### src/rtl/rr_arbiter4.sv
// Four-way round-robin arbiter with a registered one-hot grant and a hold limit
// that forces rotation only when some other requester is waiting.
module rr_arbiter4 #(
    parameter int MAX_HOLD = 8
) (
    input  logic       clk,
    input  logic       rst,
    input  logic [3:0] req,
    output logic [3:0] gnt,
    output logic [1:0] gnt_idx,
    output logic       gnt_valid
);

    localparam int HW = $clog2(MAX_HOLD);
    localparam logic [HW-1:0] HOLD_MAX = HW'(MAX_HOLD - 1);

    typedef enum logic {
        IDLE  = 1'b0,
        GRANT = 1'b1
    } state_t;

    state_t        state_q, state_d;
    logic [1:0]    ptr_q, ptr_d;
    logic [HW-1:0] hold_q, hold_d;
    logic [3:0]    gnt_d;
    logic [1:0]    idx_d;
    logic          vld_d;
    logic [3:0]    others;
    logic          rel_now;

    // First set bit of r, searching upward from p+1 and wrapping; p itself is checked last.
    function automatic logic [1:0] pick_next(input logic [3:0] r, input logic [1:0] p);
        logic [1:0] win;
        logic [1:0] cand;
        logic       found;
        win   = p;
        found = 1'b0;
        for (int i = 1; i <= 4; i++) begin
            cand = p + 2'(i);
            if (!found && r[cand]) begin
                win   = cand;
                found = 1'b1;
            end
        end
        return win;
    endfunction

    function automatic logic [3:0] onehot(input logic [1:0] idx);
        return 4'b0001 << idx;
    endfunction

    function automatic logic [HW-1:0] sat_inc(input logic [HW-1:0] cnt);
        return (cnt == HOLD_MAX) ? cnt : cnt + 1'b1;
    endfunction

    always_comb begin
        state_d = state_q;
        ptr_d   = ptr_q;
        hold_d  = hold_q;
        gnt_d   = gnt;
        idx_d   = gnt_idx;
        vld_d   = gnt_valid;
        others  = req & ~gnt;
        rel_now = 1'b0;

        case (state_q)
            IDLE: begin
                if (|req) begin
                    state_d = GRANT;
                    idx_d   = pick_next(req, ptr_q);
                    ptr_d   = idx_d;
                    gnt_d   = onehot(idx_d);
                    vld_d   = 1'b1;
                    hold_d  = '0;
                end
            end
            GRANT: begin
                // A lone holder is never preempted, however long the counter has saturated.
                rel_now = !req[gnt_idx] || ((hold_q == HOLD_MAX) && (|others));
                if (rel_now && (|others)) begin
                    idx_d  = pick_next(others, ptr_q);
                    ptr_d  = idx_d;
                    gnt_d  = onehot(idx_d);
                    hold_d = '0;
                end else if (rel_now) begin
                    state_d = IDLE;
                    gnt_d   = 4'b0000;
                    idx_d   = 2'b00;
                    vld_d   = 1'b0;
                    hold_d  = '0;
                end else begin
                    hold_d = sat_inc(hold_q);
                end
            end
            default: state_d = IDLE;
        endcase
    end

    always_ff @(posedge clk or posedge rst) begin
        if (rst) begin
            state_q   <= IDLE;
            ptr_q     <= 2'd3;
            hold_q    <= '0;
            gnt       <= 4'b0000;
            gnt_idx   <= 2'b00;
            gnt_valid <= 1'b0;
        end else begin
            state_q   <= state_d;
            ptr_q     <= ptr_d;
            hold_q    <= hold_d;
            gnt       <= gnt_d;
            gnt_idx   <= idx_d;
            gnt_valid <= vld_d;
        end
    end

endmodule

### config.mk
export PLATFORM = sky130hd
export DESIGN_NAME = rr_arbiter4
export DESIGN_NICKNAME = d
export VERILOG_FILES = /design/src/rtl/rr_arbiter4.sv
export SDC_FILE = /design/constraint.sdc
export NUM_CORES = 1
export LEC_CHECK = 0
export BUFFER_PORTS_ARGS = -buffer_cell sky130_fd_sc_hd__buf_2
export CORE_MARGIN = 1.5
export CORE_UTILIZATION = 35
export CTS_CLUSTER_SIZE = 16
export DETAILED_ROUTE_END_ITERATION = 12
export GPL_TIMING_DRIVEN = 0
export PLACE_DENSITY = 0.6
export SLEW_MARGIN = 30
export SYNTH_ARGS = -nofsm -noshare
export SYNTH_HDL_FRONTEND = slang
export SYNTH_SLANG_ARGS = --single-unit
### constraint.sdc
create_clock -name clk -period 1.67 [get_ports clk]
set_input_delay 0.2505 -clock clk [delete_from_list [all_inputs] [get_ports clk]]
set_output_delay 0.2505 -clock clk [all_outputs]
set_load 0.005 [all_outputs]
# Word level (Yosys, flattened, before mapping)
# Cells that the tools add are included.
op_classes:
  shifts: 2
  n_div: 0
  reduce_logical: 22
  add_sub_neg: 4
  mux: 71
  eq_ne: 7
  bitwise_logic: 3
  order_cmp: 5
  multipliers: 0
op_table:
  columns: ["op", "count"]
  rows:
  - ["$mux 1", 33]
  - ["$mux 2", 16]
  - ["$bmux 1 s2", 9]
  - ["$lt 2x3->1 const B", 5]
  - ["$mux 3", 4]
  - ["$mux 4", 3]
  - ["$logic_and 1x1->1", 8]
  - ["$pmux 2 s2", 2]
  - ["$pmux 4 s2", 1]
  - ["$reduce_or 4->1", 2]
  - ["$shl 1x2->4 const A", 2]
  - ["$logic_not 1->1", 7]
  - ["$pmux 3 s2", 1]
  - ["$reduce_and 2->1", 3]
  - ["$add 2x2->2 const B", 2]
  - ["$and 4x4->4", 1]
  - ["$ne 2x1->1 const B", 2]
  - ["$ne 2x2->1 const B", 2]
  - ["$ne 4x2->1 const B", 1]
  - ["$not 4->4", 1]
  - ["$pmux 1 s2", 2]
  - ["$add 3x1->3 const B", 1]
  - ["$eq 3x3->1 const B", 1]
  - ["$ne 3x1->1 const B", 1]
  - ["4 further kinds", 4]
word_totals:
  mem_bits_rw: 0
  mem_bits_ro: 0
  wordCells: 120
  latchBits: 0
  memories: 0
  out_inout_bits: 7
  input_bits: 6
  ff_bits: 13

# Depth between registers and ports, before layout
depth:
  depth_word: 26
  ltp_mapped: 8
  ltp_nobuf: 7

# Least setup slack after synthesis
# OpenSTA, ideal clock, no wires.
synth_path:
  path_kind: "reg2reg"
  from: "reg ptr_q[1]"
  to: "reg gnt[0]"
  path_slack_ns: -0.118
  synth_period_minus_slack_ns: 1.788
  setup_time_ns: 0.137
  arrival_time_ns: 1.652
  required_ns: 1.533
  n_path_buf: 2
  stages_incl_launch_ff: 8
  cell_sequence: "dfstp_2 -> buf_2 -> clkbuf_1 -> nor4bb_1 -> a21oi_1 -> o211a_1 -> a32oi_1 -> a21oi_1"
synth_between:
  elab_chain_cells: 24
  elab_cells_between_ends: 66
  classes_between: "3 x add/sub; 2 x shift; 49 x mux; 12 x reduce/logical"
synth_rtl:
  columns: ["item", "line_no", "text"]
  rows:
  - ["start: declaration", "23", "logic [1:0] ptr_q, ptr_d;"]
  - ["start signal: assignment", "109", "ptr_q <= ptr_d;"]
  - ["$add 2x1->2", "39", "cand = p + 2'(i);"]
  - ["$bmux 1 s2", "40", "if (!found && r[cand]) begin"]
  - ["$mux 1 (implied by the code)", "40", null]
  - ["$mux 1", "40", null]
  - ["$mux 1, on equally long branches", "80, 68", null]
  - ["$mux 1", "66", "case (state_q)"]
  - ["$logic_not 1->1", "40", null]
  - ["$logic_and 1x1->1", "40", null]
  - ["[8 not listed]", null, null]
  - ["$logic_not 1->1", "40", null]
  - ["$logic_and 1x1->1", "40", null]
  - ["$mux 2", "40", null]
  - ["$mux 2, on equally long branches", "80, 68", null]
  - ["$mux 2", "66", null]
  - ["$shl 1x2->4", "49", "return 4'b0001 << idx;"]
  - ["$mux 4, on equally long branches", "80, 68", null]
  - ["$pmux 4 s2 (*)", "66", null]
  - ["end signal: assignment", "111", "gnt <= gnt_d;"]
  - ["end: declaration", "9", "output logic [3:0] gnt,"]
# Every way passes the cells marked *; elsewhere a longest branch is shown, timed or not. The select of a mux whose other input is x is not followed.
# A chain may end at the register's enable or synchronous reset.

# Worst setup path after layout
layout_path:
  from: "reg gnt_idx[1]"
  to: "reg ptr_q[1]"
layout_between:
  elab_chain_cells: 7
layout_rtl:
  columns: ["item", "line_no", "text"]
  rows:
  - ["start: declaration", "10", "output logic [1:0] gnt_idx,"]
  - ["start signal: assignment", "112", "gnt_idx <= idx_d;"]
  - ["$bmux 1 s2", "79", "rel_now = !req[gnt_idx] || ((hold_q == HOLD_MAX) && (|others));"]
  - ["$mux 1 (implied by the code)", "79", null]
  - ["$logic_not 1->1", "79", null]
  - ["$logic_or 1x1->1", "79", null]
  - ["$logic_and 1x1->1", "80", "if (rel_now && (|others)) begin"]
  - ["$ne 2x1->1 (no line)", null, null]
  - ["$reduce_and 2->1 (no line)", null, null]
# No other way between the ends. The select of a mux whose other input is x is not followed.

==> results.json <==
{
  "status": "finished with violations",
  "violations": "negative setup slack",
  "rsz0062_at_grt": "true",
  "gp_congestion": 0.846,
  "yosys.area.top_type": "dfrtp_1",
  "area_growth_pct": 26.7,
  "period_share": 1.09,
  "viasPerCell": 5.64,
  "final_area_mm2": 0.00116,
  "grt_overflow": 0,
  "dr.pass1.iters": 4,
  "critPathBufInv": 0,
  "drive_gt1_frac": 0.336,
  "drtIter0Drc": 31,
  "num_vias": 874,
  "finalWorstSetupSlack_ps": -155,
  "tightestPinTransition_ps": 567,
  "reg2reg_to": "ptr_q[1]$_DFFE_PP1P_",
  "synthCells": 101,
  "fin_cells": 155,
  "grt_max_degree": 14,
  "yosys_register_bits": 13,
  "post-place-ws_ps": -217,
  "num-nets-final": 134,
  "arrival_ps": 2060,
  "synth_area_leaders": "dfrtp_1 30%, dfstp_2 5.8%, a21oi_1 5.5%",
  "cts_made_buffers": 3,
  "reg2regPathDepth": 5,
  "setup_viol": 7,
  "timing.fmax_mhz": 548,
  "grt_pass1_vias": 787,
  "dieArea_mm2": 0.00292,
  "die_width_um": 54.1,
  "cts_max_path_buffers": 2,
  "cts_tree": "built",
  "nFillCells": 249,
  "worst_hold_path_type": "primary input to flip-flop",
  "powerDensity_mw_per_mm2": 1980,
  "post_dp_cell_area_mm2": 0.00101,
  "cpPeakStageDelay_ps": 430,
  "period_minus_slack_ps": 1820,
  "clockRootBuffer": "clkbuf_4",
  "dieHeight_um": 54.1,
  "ys_warn_count": 0,
  "cp_max_fo": 3,
  "cts_sinks": 13,
  "required_ps": 1910,
  "setup.worst_path.class": "flip-flop to flip-flop",
  "cts_htree_levels": 1,
  "grt_use_total": 0.173,
  "synth_fp_nets": 109,
  "vdd_drop_max_mv": 0.980,
  "reg2reg_from": "gnt_idx[1]$_DFFE_PP0P_",
  "hpwl_um": 1600,
  "ff2ff_setup_slack_ps": -150,
  "cts.reportedPaths.clkPinSlew_ps": 90,
  "seq_area_frac_synth": 0.359,
  "cp-end-kind": "flip-flop",
  "clock_latency_ps": 300,
  "ioPinCount": 13,
  "crit_family": "multiplexers",
  "initial_utilization": 0.368,
  "crit_path_top_delay_cell": "dfrtp_1",
  "final-max-slew-violation-count": 0,
  "cp_common_cell": "mux2_4",
  "maxCapViolations": 0,
  "worstPathCellList": "mux2i_1, mux2_4, o221a_4, mux2_4, a221o_1",
  "synth_area_um2": 912,
  "totalWireLength_um": 2310,
  "synth_top_area_share": 0.302,
  "antenna_found_initial": 0,
  "finalHoldViolations": 0,
  "num_rows": 18,
  "fin_skew_ps": 3.52,
  "routedWlPerCell_um": 14.9,
  "avgSynthCellArea_um2": 9.03,
  "core_mm2": 0.00248,
  "diodes": 0,
  "p_leak_nw": 0.539,
  "worstHoldStart": "req[1]",
  "port-buffer-count": 12,
  "slew-limit-headroom": 0.619,
  "ant_nets": 0,
  "min_path_cells": 4,
  "cp-start-kind": "flip-flop",
  "ys_types": 39,
  "min_to": "ptr_q[1]$_DFFE_PP1P_",
  "dp_cells": 143,
  "grt_pass1_wl_um": 3590,
  "drc_errors": 0,
  "hold_ws_ps": 444
}
[through the flow]
step                power, W  utilization  TNS, ps
finish               0.00229        0.467     -605
CTS                  0.00220        0.456     -353
global route         0.00246        0.467    -1390
floorplan            0.00149            -     -111
global placement     0.00175        0.409    -1360
detailed placement   0.00178        0.409    -1460
[cell type report]
| type | instances | area (µm²) | area share |
|---|---|---|---|
| plain buffers | 2 | 21.3 | 0.0184 |
| clock buffers | 3 | 22.5 | 0.0195 |
| clock inverters | 1 | 5.00 | 0.00433 |
| inverters | 4 | 15.0 | 0.0130 |
| multi-input cells | 79 | 584 | 0.505 |
| flip-flops and latches | 13 | 328 | 0.284 |
| well taps | 30 | 37.5 | 0.0325 |
| repair buffers | 23 | 143 | 0.123 |
[power by group]
group          switching [W]  total, W  internal (W)
Combinational       0.000681   0.00142      0.000742
Sequential          0.000166  0.000651      0.000485
Clock               0.000129  0.000219     0.0000895
Total               0.000977   0.00229       0.00132
[Yosys cell counts]
cell and count:
nor4_1 1, dfstp_2 2, nor2b_1 5, o211a_1 1, nor3_1 2, a221o_1 1, a22o_1 2, a41o_1 1
inv_1 4, nor2_1 11, mux2_4 2, a31oi_1 2, o221a_4 1, or3_1 1, nand2b_1 6, a22oi_1 1
nand3b_1 1, o211ai_1 1, nand3_1 2, nand2_1 4, mux2i_1 3, o21ai_0 1, buf_2 1, a2bb2oi_1 1
o31ai_1 1, a221oi_1 1, mux2_2 1, a31o_2 1, dfrtp_1 11, ha_1 2, o2bb2ai_1 1, clkbuf_1 4
a32oi_1 4, o22ai_1 1, a21o_1 3, a21oi_1 10, or2b_1 2, nor4bb_1 1, and2_1 1
[cell usage in the layout (no fill, tap or decap), types with 2 or more instances in the layout]
cell / count
buf_2: 13
nor2_1: 11
dfrtp_1: 11
buf_4: 10
a21oi_1: 8
nand2b_1: 6
inv_1: 4
nand2_1: 4
nor2b_1: 4
mux2i_1: 3
a21o_1: 3
a32oi_1: 3
clkbuf_4: 3
mux2_4: 2
or2b_1: 2
nand3_1: 2
a21oi_2: 2
nor3_1: 2
a31oi_1: 2
a22o_1: 2
ha_1: 2
dfstp_2: 2
[per-layer routing]
metal | global-route usage | part of all wire
met4 | 0.0625 | 0.018
met2 | 0.295 | 0.49
met5 | 0 | 0
met1 | 0.226 | 0.45
met3 | 0.0194 | 0.037
[timing repair]
| item | CTS | global route |
|---|---|---|
| gates resized for setup | 6 | 8 |
| endpoints found under the setup margin | 8 | 8 |
| hold endpoints to repair | 11 | 0 |
| pin swaps | 6 | 0 |
| setup buffers | 8 | 1 |
| hold buffers | 1 | 0 |
| gates cloned | 0 | 1 |
[worst register-to-register path: stages, from the launching register on]
cell	delay [ps]
dfrtp_1	430
mux2i_1	160
mux2_4	300
o221a_4	300
mux2_4	300
a221o_1	290
[worst max path at each step]
stage | slack, ps | startpoint | depth (start not counted) | to
6_report | -150 | gnt_idx[1]$_DFFE_PP0P_ | 5 | ptr_q[1]$_DFFE_PP1P_
5_1_grt | -240 | gnt_idx[1]$_DFFE_PP0P_ | 5 | ptr_q[1]$_DFFE_PP1P_
4_1_cts | -140 | gnt_idx[1]$_DFFE_PP0P_ | 5 | ptr_q[1]$_DFFE_PP1P_
3_5_place_dp | -220 | req[2] | 7 | gnt[3]$_DFFE_PP0P_
3_3_place_gp | -200 | req[2] | 7 | gnt[0]$_DFFE_PP0P_
2_1_floorplan | -110 | gnt_idx[1]$_DFFE_PP0P_ | 5 | ptr_q[1]$_DFFE_PP1P_
[cells by family after synthesis]
logic type      count (synthesis)  share of synthesized area
compound gates                 34                      0.281
buf+inv                         9                     0.0384
mux                             6                     0.0782
fa+ha+maj                       2                     0.0274
simple gates                   37                      0.215
flops                          13                      0.359
[registers in the layout, indices dropped and copies added (netlist names)]
name	count
gnt	4
hold_q	3
gnt_idx	2
ptr_q	2
gnt_valid	1
state_q	1
No activity file was read; power rests on OpenSTA's default activity.
